$ cat config.mk
export PLATFORM = sky130hd
export DESIGN_NAME = md_operand_tx
export DESIGN_NICKNAME = d
export VERILOG_FILES = /design/src/rtl/md_pkg.sv /design/src/rtl/md_shift_reg.sv /design/src/rtl/md_operand_tx.sv
export SDC_FILE = /design/constraint.sdc
export NUM_CORES = 1
export LEC_CHECK = 0
export ABC_AREA = 1
export CELL_PAD_IN_SITES_DETAIL_PLACEMENT = 0
export CELL_PAD_IN_SITES_GLOBAL_PLACEMENT = 1
export CORE_ASPECT_RATIO = 1.75
export CORE_MARGIN = 3
export CORE_UTILIZATION = 41
export DETAILED_ROUTE_END_ITERATION = 6
export PLACE_DENSITY_LB_ADDON = 0.1
export SYNTH_ARGS = -nofsm -noshare
export SYNTH_HDL_FRONTEND = slang
export SYNTH_SLANG_ARGS = --single-unit
$ cat constraint.sdc
create_clock -name clk -period 2.7 [get_ports clk]
set_input_delay 0.81 -clock clk [delete_from_list [all_inputs] [get_ports clk]]
set_output_delay 0.81 -clock clk [all_outputs]
set_load 0.005 [all_outputs]
$ cat src/rtl/md_pkg.sv
// Shared types and constants for the multiply/divide operand interface.
// Parity-related sizing is selected by MD_PARITY_EN in the consuming modules.
package md_pkg;

  typedef enum logic [1:0] {
    ST_IDLE  = 2'd0,
    ST_SHIFT = 2'd1,
    ST_WAIT  = 2'd2
  } md_tx_state_t;

  localparam logic MD_OP_MPY = 1'b0;
  localparam logic MD_OP_DIV = 1'b1;

  localparam int unsigned MD_WORD_W = 26;

  // Odd parity bit: set when the word holds an even number of ones.
  function automatic logic md_odd_parity(input logic [MD_WORD_W-1:0] word);
    return ~^word;
  endfunction

endpackage : md_pkg

$ cat src/rtl/md_shift_reg.sv
// Parallel-load, right-shift operand register with zero fill.
// With MD_PARITY_EN an odd-parity bit is captured above the data bits at load.
module md_shift_reg
  import md_pkg::*;
#(
  parameter int unsigned W = MD_WORD_W
) (
  input  logic         clk,
  input  logic         rst_n,
  input  logic         load_i,
  input  logic         shift_i,
  input  logic [W-1:0] din_i,
  output logic         lsb_o
);

`ifdef MD_PARITY_EN
  localparam int unsigned RW = W + 1;
`else
  localparam int unsigned RW = W;
`endif

  logic [RW-1:0] sr_q;
  logic [RW-1:0] sr_d;

  always_comb begin
    sr_d = sr_q;
    if (load_i) begin
`ifdef MD_PARITY_EN
      // Parity sits in the MSB so it emerges on the slot right after the data.
      sr_d = {~^din_i, din_i};
`else
      sr_d = din_i;
`endif
    end else if (shift_i) begin
      sr_d = {1'b0, sr_q[RW-1:1]};
    end
  end

  always_ff @(posedge clk or negedge rst_n) begin
    if (!rst_n) begin
      sr_q <= '0;
    end else begin
      sr_q <= sr_d;
    end
  end

  assign lsb_o = sr_q[0];

endmodule : md_shift_reg

$ cat src/rtl/md_operand_tx.sv
// MD unit operand initiator: serializes two operands LSB first, then awaits md_done.
// Optional odd-parity trailer slot enabled by MD_PARITY_EN.
module md_operand_tx
  import md_pkg::*;
#(
  parameter int unsigned WORD_W  = MD_WORD_W,
  parameter int unsigned TIMEOUT = 64
) (
  input  logic              clk,
  input  logic              rst_n,
  input  logic              req_valid,
  output logic              req_ready,
  input  logic              req_op,
  input  logic [WORD_W-1:0] req_a,
  input  logic [WORD_W-1:0] req_b,
  output logic              dl_a,
  output logic              dl_b,
  output logic              dl_frame,
  output logic              dl_op,
  input  logic              md_done,
  output logic              busy,
  output logic              cmp_done,
  output logic              cmp_err
);

`ifdef MD_PARITY_EN
  localparam int unsigned NB = WORD_W + 1;
`else
  localparam int unsigned NB = WORD_W;
`endif
  localparam int unsigned CNT_W = $clog2(NB + 1);
  localparam int unsigned TMO_W = (TIMEOUT > 2) ? $clog2(TIMEOUT - 1) : 1;

  md_tx_state_t     state_q, state_d;
  logic [CNT_W-1:0] cnt_q, cnt_d;
  logic [TMO_W-1:0] tmo_q, tmo_d;
  logic             op_q, op_d;
  logic             done_q, done_d;
  logic             err_q, err_d;

  logic load;
  logic shift;
  logic a_lsb;
  logic b_lsb;
  logic div_chk;

  assign div_chk = (req_op == MD_OP_DIV) && (req_a[WORD_W-2:0] == '0);
  assign shift   = (state_q == ST_SHIFT);

  md_shift_reg #(.W(WORD_W)) u_sr_a (
    .clk     (clk),
    .rst_n   (rst_n),
    .load_i  (load),
    .shift_i (shift),
    .din_i   (req_a),
    .lsb_o   (a_lsb)
  );

  md_shift_reg #(.W(WORD_W)) u_sr_b (
    .clk     (clk),
    .rst_n   (rst_n),
    .load_i  (load),
    .shift_i (shift),
    .din_i   (req_b),
    .lsb_o   (b_lsb)
  );

  always_ff @(posedge clk or negedge rst_n) begin
    if (!rst_n) begin
      state_q <= ST_IDLE;
      cnt_q   <= '0;
      tmo_q   <= '0;
      op_q    <= 1'b0;
      done_q  <= 1'b0;
      err_q   <= 1'b0;
    end else begin
      state_q <= state_d;
      cnt_q   <= cnt_d;
      tmo_q   <= tmo_d;
      op_q    <= op_d;
      done_q  <= done_d;
      err_q   <= err_d;
    end
  end

  always_comb begin
    state_d = state_q;
    cnt_d   = cnt_q;
    tmo_d   = '0;
    op_d    = op_q;
    done_d  = 1'b0;
    err_d   = 1'b0;
    load    = 1'b0;
    unique case (state_q)
      ST_IDLE: begin
        cnt_d = '0;
        if (req_valid) begin
          if (div_chk) begin
            err_d = 1'b1;
          end else begin
            load    = 1'b1;
            op_d    = (req_op == MD_OP_DIV) ? MD_OP_DIV : MD_OP_MPY;
            state_d = ST_SHIFT;
          end
        end
      end
      ST_SHIFT: begin
        cnt_d = cnt_q + 1'b1;
        if (cnt_q == CNT_W'(NB - 1)) begin
          state_d = ST_WAIT;
        end
      end
      ST_WAIT: begin
        // The last WAIT cycle is the one where the counter would step to TIMEOUT-1;
        // md_done there still wins over the error.
        if (md_done) begin
          done_d  = 1'b1;
          state_d = ST_IDLE;
        end else if (tmo_q == TMO_W'(TIMEOUT - 2)) begin
          err_d   = 1'b1;
          state_d = ST_IDLE;
        end else begin
          tmo_d = tmo_q + 1'b1;
        end
      end
      default: state_d = ST_IDLE;
    endcase
  end

  always_comb begin
    req_ready = 1'b0;
    busy      = 1'b0;
    dl_frame  = 1'b0;
    dl_a      = 1'b0;
    dl_b      = 1'b0;
    unique case (state_q)
      ST_IDLE:  req_ready = 1'b1;
      ST_SHIFT: begin
        busy     = 1'b1;
        dl_frame = 1'b1;
        dl_a     = a_lsb;
        dl_b     = b_lsb;
      end
      ST_WAIT:  busy = 1'b1;
      default:  req_ready = 1'b0;
    endcase
  end

  assign dl_op    = op_q;
  assign cmp_done = done_q;
  assign cmp_err  = err_q;

endmodule : md_operand_tx

# Word level (Yosys, flattened, before mapping)
# Index checks and enable logic that the tools add are counted.
[classes]
n_addsub = 2
eq_ne = 8
mux = 30
bitwise = 1
reduce_logical = 8
[op_table]
columns = ["op", "count"]
rows = [
  ["two-way mux 26 bit", 4],
  ["logical NOT 25 bit", 1],
  ["two-way mux 6 bit", 3],
  ["two-way mux 1 bit", 15],
  ["two-way mux 2 bit", 5],
  ["one-hot mux 5 bit (2 select lines)", 1],
  ["adder 6 x 1 -> 6 bit, second input constant", 1],
  ["equality test 6 bit, second input constant", 1],
  ["one-hot mux 2 bit (3 select lines)", 1],
  ["adder 5 x 1 -> 5 bit, second input constant", 1],
  ["equality test 5 bit, second input constant", 1],
  ["!= test 2 bit, second input constant", 2],
  ["AND reduction 4 bit", 1],
  ["nonzero test 2 bit", 2],
  ["!= test 3 bit, second input constant", 1],
  ["AND reduction 3 bit", 1],
  ["equality test 2 x 1 -> 1 bit, second input constant", 1],
  ["equality test 2 bit, second input constant", 1],
  ["logical NOT 2 bit", 1],
  ["!= test 2 x 1 -> 1 bit, second input constant", 1],
  ["one-hot mux 1 bit (2 select lines)", 1],
  ["OR reduction 2 bit", 1],
  ["logical AND 1 bit", 1],
  ["NOT 1 bit", 1],
]
[totals]
register_bits = 68
inputBits = 57
output_inout_bits = 8
elab_cells = 57

# Logic depth before layout (Yosys ltp)
[logic_depth]
depth_word = 6
ltp_mapped = 12
ltp_nobuf = 10

# Cells and area by module
# A second synthesis with hierarchy kept.
[unflattened]
cells_unflattened = 420
area_unflattened_um2 = 3423.3
[by_module_without_submodules]
columns = ["module", "n_inst", "cells_each", "area_per_inst_um2", "seq_area_each_um2"]
rows = [
  ["md_shift_reg", 2, 141, 1209.9, 650.6],
  ["md_operand_tx", 1, 138, 1003.5, 400.4],
]

# Worst setup path before layout
# OpenSTA, ideal clock, no wires.
[synth_timing]
path_type = "register to output"
from = "register state_q[1]"
to = "output dl_a"
arrival_ns = 1.358
required_time_ns = 1.890
path_slack_ns = 0.532
stages_incl_launch_ff = 8
n_path_buf = 3
cell_sequence = "dfrtp_1 > inv_1 > ha_1 > buf_2 > buf_2 > buf_1 > nand2_1 > inv_1"
[synth_between]
elab_chain_cells = 2
[synth_lines]
columns = ["element", "line_no", "rtl"]
rows = [
  ["start, declared", "md_operand_tx.sv:34", "md_tx_state_t state_q, state_d;"],
  ["start signal, assigned", "md_operand_tx.sv:77", "state_q <= state_d;"],
  ["equality test 2 x 1 -> 1 bit", "md_operand_tx.sv:136", "unique case (state_q)"],
  ["two-way mux 1 bit", "md_operand_tx.sv:136", ""],
  ["end, declared", "md_operand_tx.sv:16", "output logic dl_a,"],
]
# Every way passes these cells.

# Worst setup path after layout
# Same ends and word-level chain as after synthesis.

==> results.cfg <==
[sta]
setup_viol = 0
fmax_mhz = 393
layout_setup_ws_ps = 154
timing.hold.ws_ps = 469
clock_skew_ps = 8.45
relSlewSlack_pct = 38.1
finalHoldViolations = 0
finalCriticalPeriod_ps = 2550
worst_pin_slew_ps = 927
final_max_slew_viol_count = 0
rsz0062_at_grt = no
setup_tns_ps = 0
post-route-period-util_pct = 94.3

[clock_network]
cts_buffer_depth = 2
cts-buffers-inserted = 9
postCtsHoldBufs = 0
cts_tree = built
clk_pin_slew_ps = 60
ctsResizeCount = 0
post-cts-setup-buffers = 0
numClockSinks = 68
clockRootBuffer = clkbuf_16
clk-insertion-delay-late_ps = 330
htree_levels = 3

[critical_path]
crit_arrival_ps = 1740
worstSetupEndpointType = output pin
path_common_cell = inv_1
critPathMaxFanout = 5
required_ps = 1890
worst_setup_path_start_kind = flip-flop
path_class = flip-flop to output pin
cp_cell_sequence = inv_1, ha_2, nand2_1, inv_1, clkdlybuf4s50_1
cp_slowest_cell = clkdlybuf4s50_1
critPathMaxStageDelay_ps = 490

[layout]
nNetsFinal = 679
syn_to_final_growth_pct = 25.8
final_area_um2 = 4870
drive_gt1_share_pct = 5.65
stdcell_count = 739
register_area_um2 = 1700
multi_input_area_um2 = 1730
fillerInstances = 939
diodes = 0
final_util_pct = 53.3

[drt]
drt-initial-drc-count = 222
num_vias = 3572
dr.pass1.iters = 4
route.detailed.drc = 0
drt-total-wl_um = 9310
avgViaCountPerCell = 4.83
post_drt_wl_per_cell_um = 12.6
ant_nets = 0

[power]
clkPwrFrac_pct = 21.9
p_seq_share_pct = 35.3
cellPowerDensity_nw_per_um2 = 1010
ir_worst_vdd_mv = 0.444
switching_share_pct = 39.1
total_power_mw = 4.91
internal_power_mw = 2.99
comb_power_share_pct = 42.8
p_leak_nw = 2.64
p_switching_mw = 1.92

[logic_synthesis]
syn_avg_cell_area_um2 = 6.91
synth_cells = 561
yosys_warnings = 0
synth_commonest_cells = 230 x nand2_1, 112 x nand3_1, 68 x dfrtp_1, 66 x inv_1, 18 x nor2_1
yosysTopAreaCell = dfrtp_1
yosysMostFrequentCell = nand2_1
yosys-top-cells-area = dfrtp_1 44%, nand2_1 22%, nand3_1 14%
syn_nets = 625
yosysSeqAreaShare_pct = 43.9
yosysUniqueCellTypes = 20
ys.flop_type = dfrtp_1
netlist.area_leader.share_pct = 43.9
synth-async-reset-ratio_pct = 100
synth_edf_count = 0
syn_area_um2 = 3870
ys_ff_latch = 68

[place]
dp.cells = 724
numPortBuffers = 64
dp_slack_ps = 237
dp_hpwl_um = 6220
placed_area_um2 = 4600
routabilityCongestion = 0.780

[die]
die_x_um = 79.5
initial_core_util_pct = 42.3
coreArea_um2 = 9150
io_pins = 65
die_area_um2 = 10700
die_h_um = 135
num_rows = 46

[grt]
grt_usage_pct = 18.6
antenna_found_initial = 0
grt_max_degree = 69
grt_pass1_wl_um = 15600
grt_pass1_vias = 3388
grt.overflow.total = 0

[run_status]
status = finished clean

[job]
maxCapViolations = 0

[hold_path]
hold_path_class = flip-flop to flip-flop
==> logic make-up (layout without fill, tap and decap cells) <==
| family | count (synthesis) | count (layout) | synth area share (%) |
|---|---|---|---|
| and+or+nand+nor | 369 | 369 | 40.0 |
| buffers and inverters | 102 | 160 | 11.6 |
| DFF | 68 | 68 | 43.9 |
| AOI/OAI and AO/OA | 13 | 13 | 1.81 |
| adders and majority gates | 7 | 7 | 2.26 |
| xor gates and xnor gates | 2 | 2 | 0.452 |
==> layout by cell type, fill, tap and decap left out <==
cell type        Yosys  layout
nor2_1              18      18
dfrtp_1             68      68
buf_4                0       9
o22ai_1              1       1
clkbuf_8             0       2
nand2_1            230     230
xor2_1               1       1
a21oi_1              2       2
a31o_2               1       1
buf_12               0       3
clkdlybuf4s50_1      0      63
nand2_4              0       1
nand2_2              2       1
clkinv_2             0       2
ha_2                 0       1
o21ai_0              9       9
xnor2_1              1       1
buf_2                5       1
inv_2                3       3
nand4_1              5       5
nand3_1            112     112
inv_1               66      66
clkbuf_16            0       9
nor2_2               2       2
clkbuf_1            15       2
ha_1                 7       6
==> flip-flops by register name, indices dropped and copies added, names as in the netlist <==
register and cells:
tmo_q 6, state_q 2, dl_op 1, cmp_err 1
cnt_q 5, u_sr_a.sr_q 26, u_sr_b.sr_q 26, cmp_done 1
==> power groups by stage <==
stage	Combinational, mW	Clock (mW)	Sequential, mW
floorplan	1.61	0	1.68
global placement	2.10	0	1.73
detailed placement	2.14	0	1.74
CTS	2.15	1.11	1.73
global route	2.45	1.15	1.79
finish	2.10	1.07	1.73
==> critical path, delay by kind of cell, from the launching register on <==
kind	cells	cell delay, ps
AND/OR/NAND/NOR	1	90
adder cells (fa/ha/maj)	1	260
buffers and inverters	3	650
flip-flops	1	400
==> path summary, 6_finish.rpt <==
path / to / from / depth (start not counted) / slack [ps]
min in group asynchronous: cnt_q[4] / rst_n / 2 / 490
worst max-delay path: dl_a / state_q[1] / 5 / 150
worst max register to register: cnt_q[1] / state_q[1] / 5 / 600
worst min-delay path: tmo_q[5] / tmo_q[5] / 1 / 470
worst min register to register: tmo_q[5] / tmo_q[5] / 1 / 470
max in group asynchronous: u_sr_a.sr_q[12] / rst_n / 2 / 1890
==> metal layers <==
layer	vias up	GRT usage [%]	routed length, um
li1	1838	-	-
met1	1657	21.6	4010
met2	65	32.8	4780
met3	12	4.27	332
met4	0	6.50	188
met5	-	0	0
==> final cells by class <==
type	instances	area share, %
inverter	69	5.31
multi-input combinational	391	35.5
clock inverter	2	0.205
clock buffer	13	5.34
tap	120	3.08
timing repair buffer	76	15.7
sequential	68	34.9
Power figures use the tool's default switching activity.
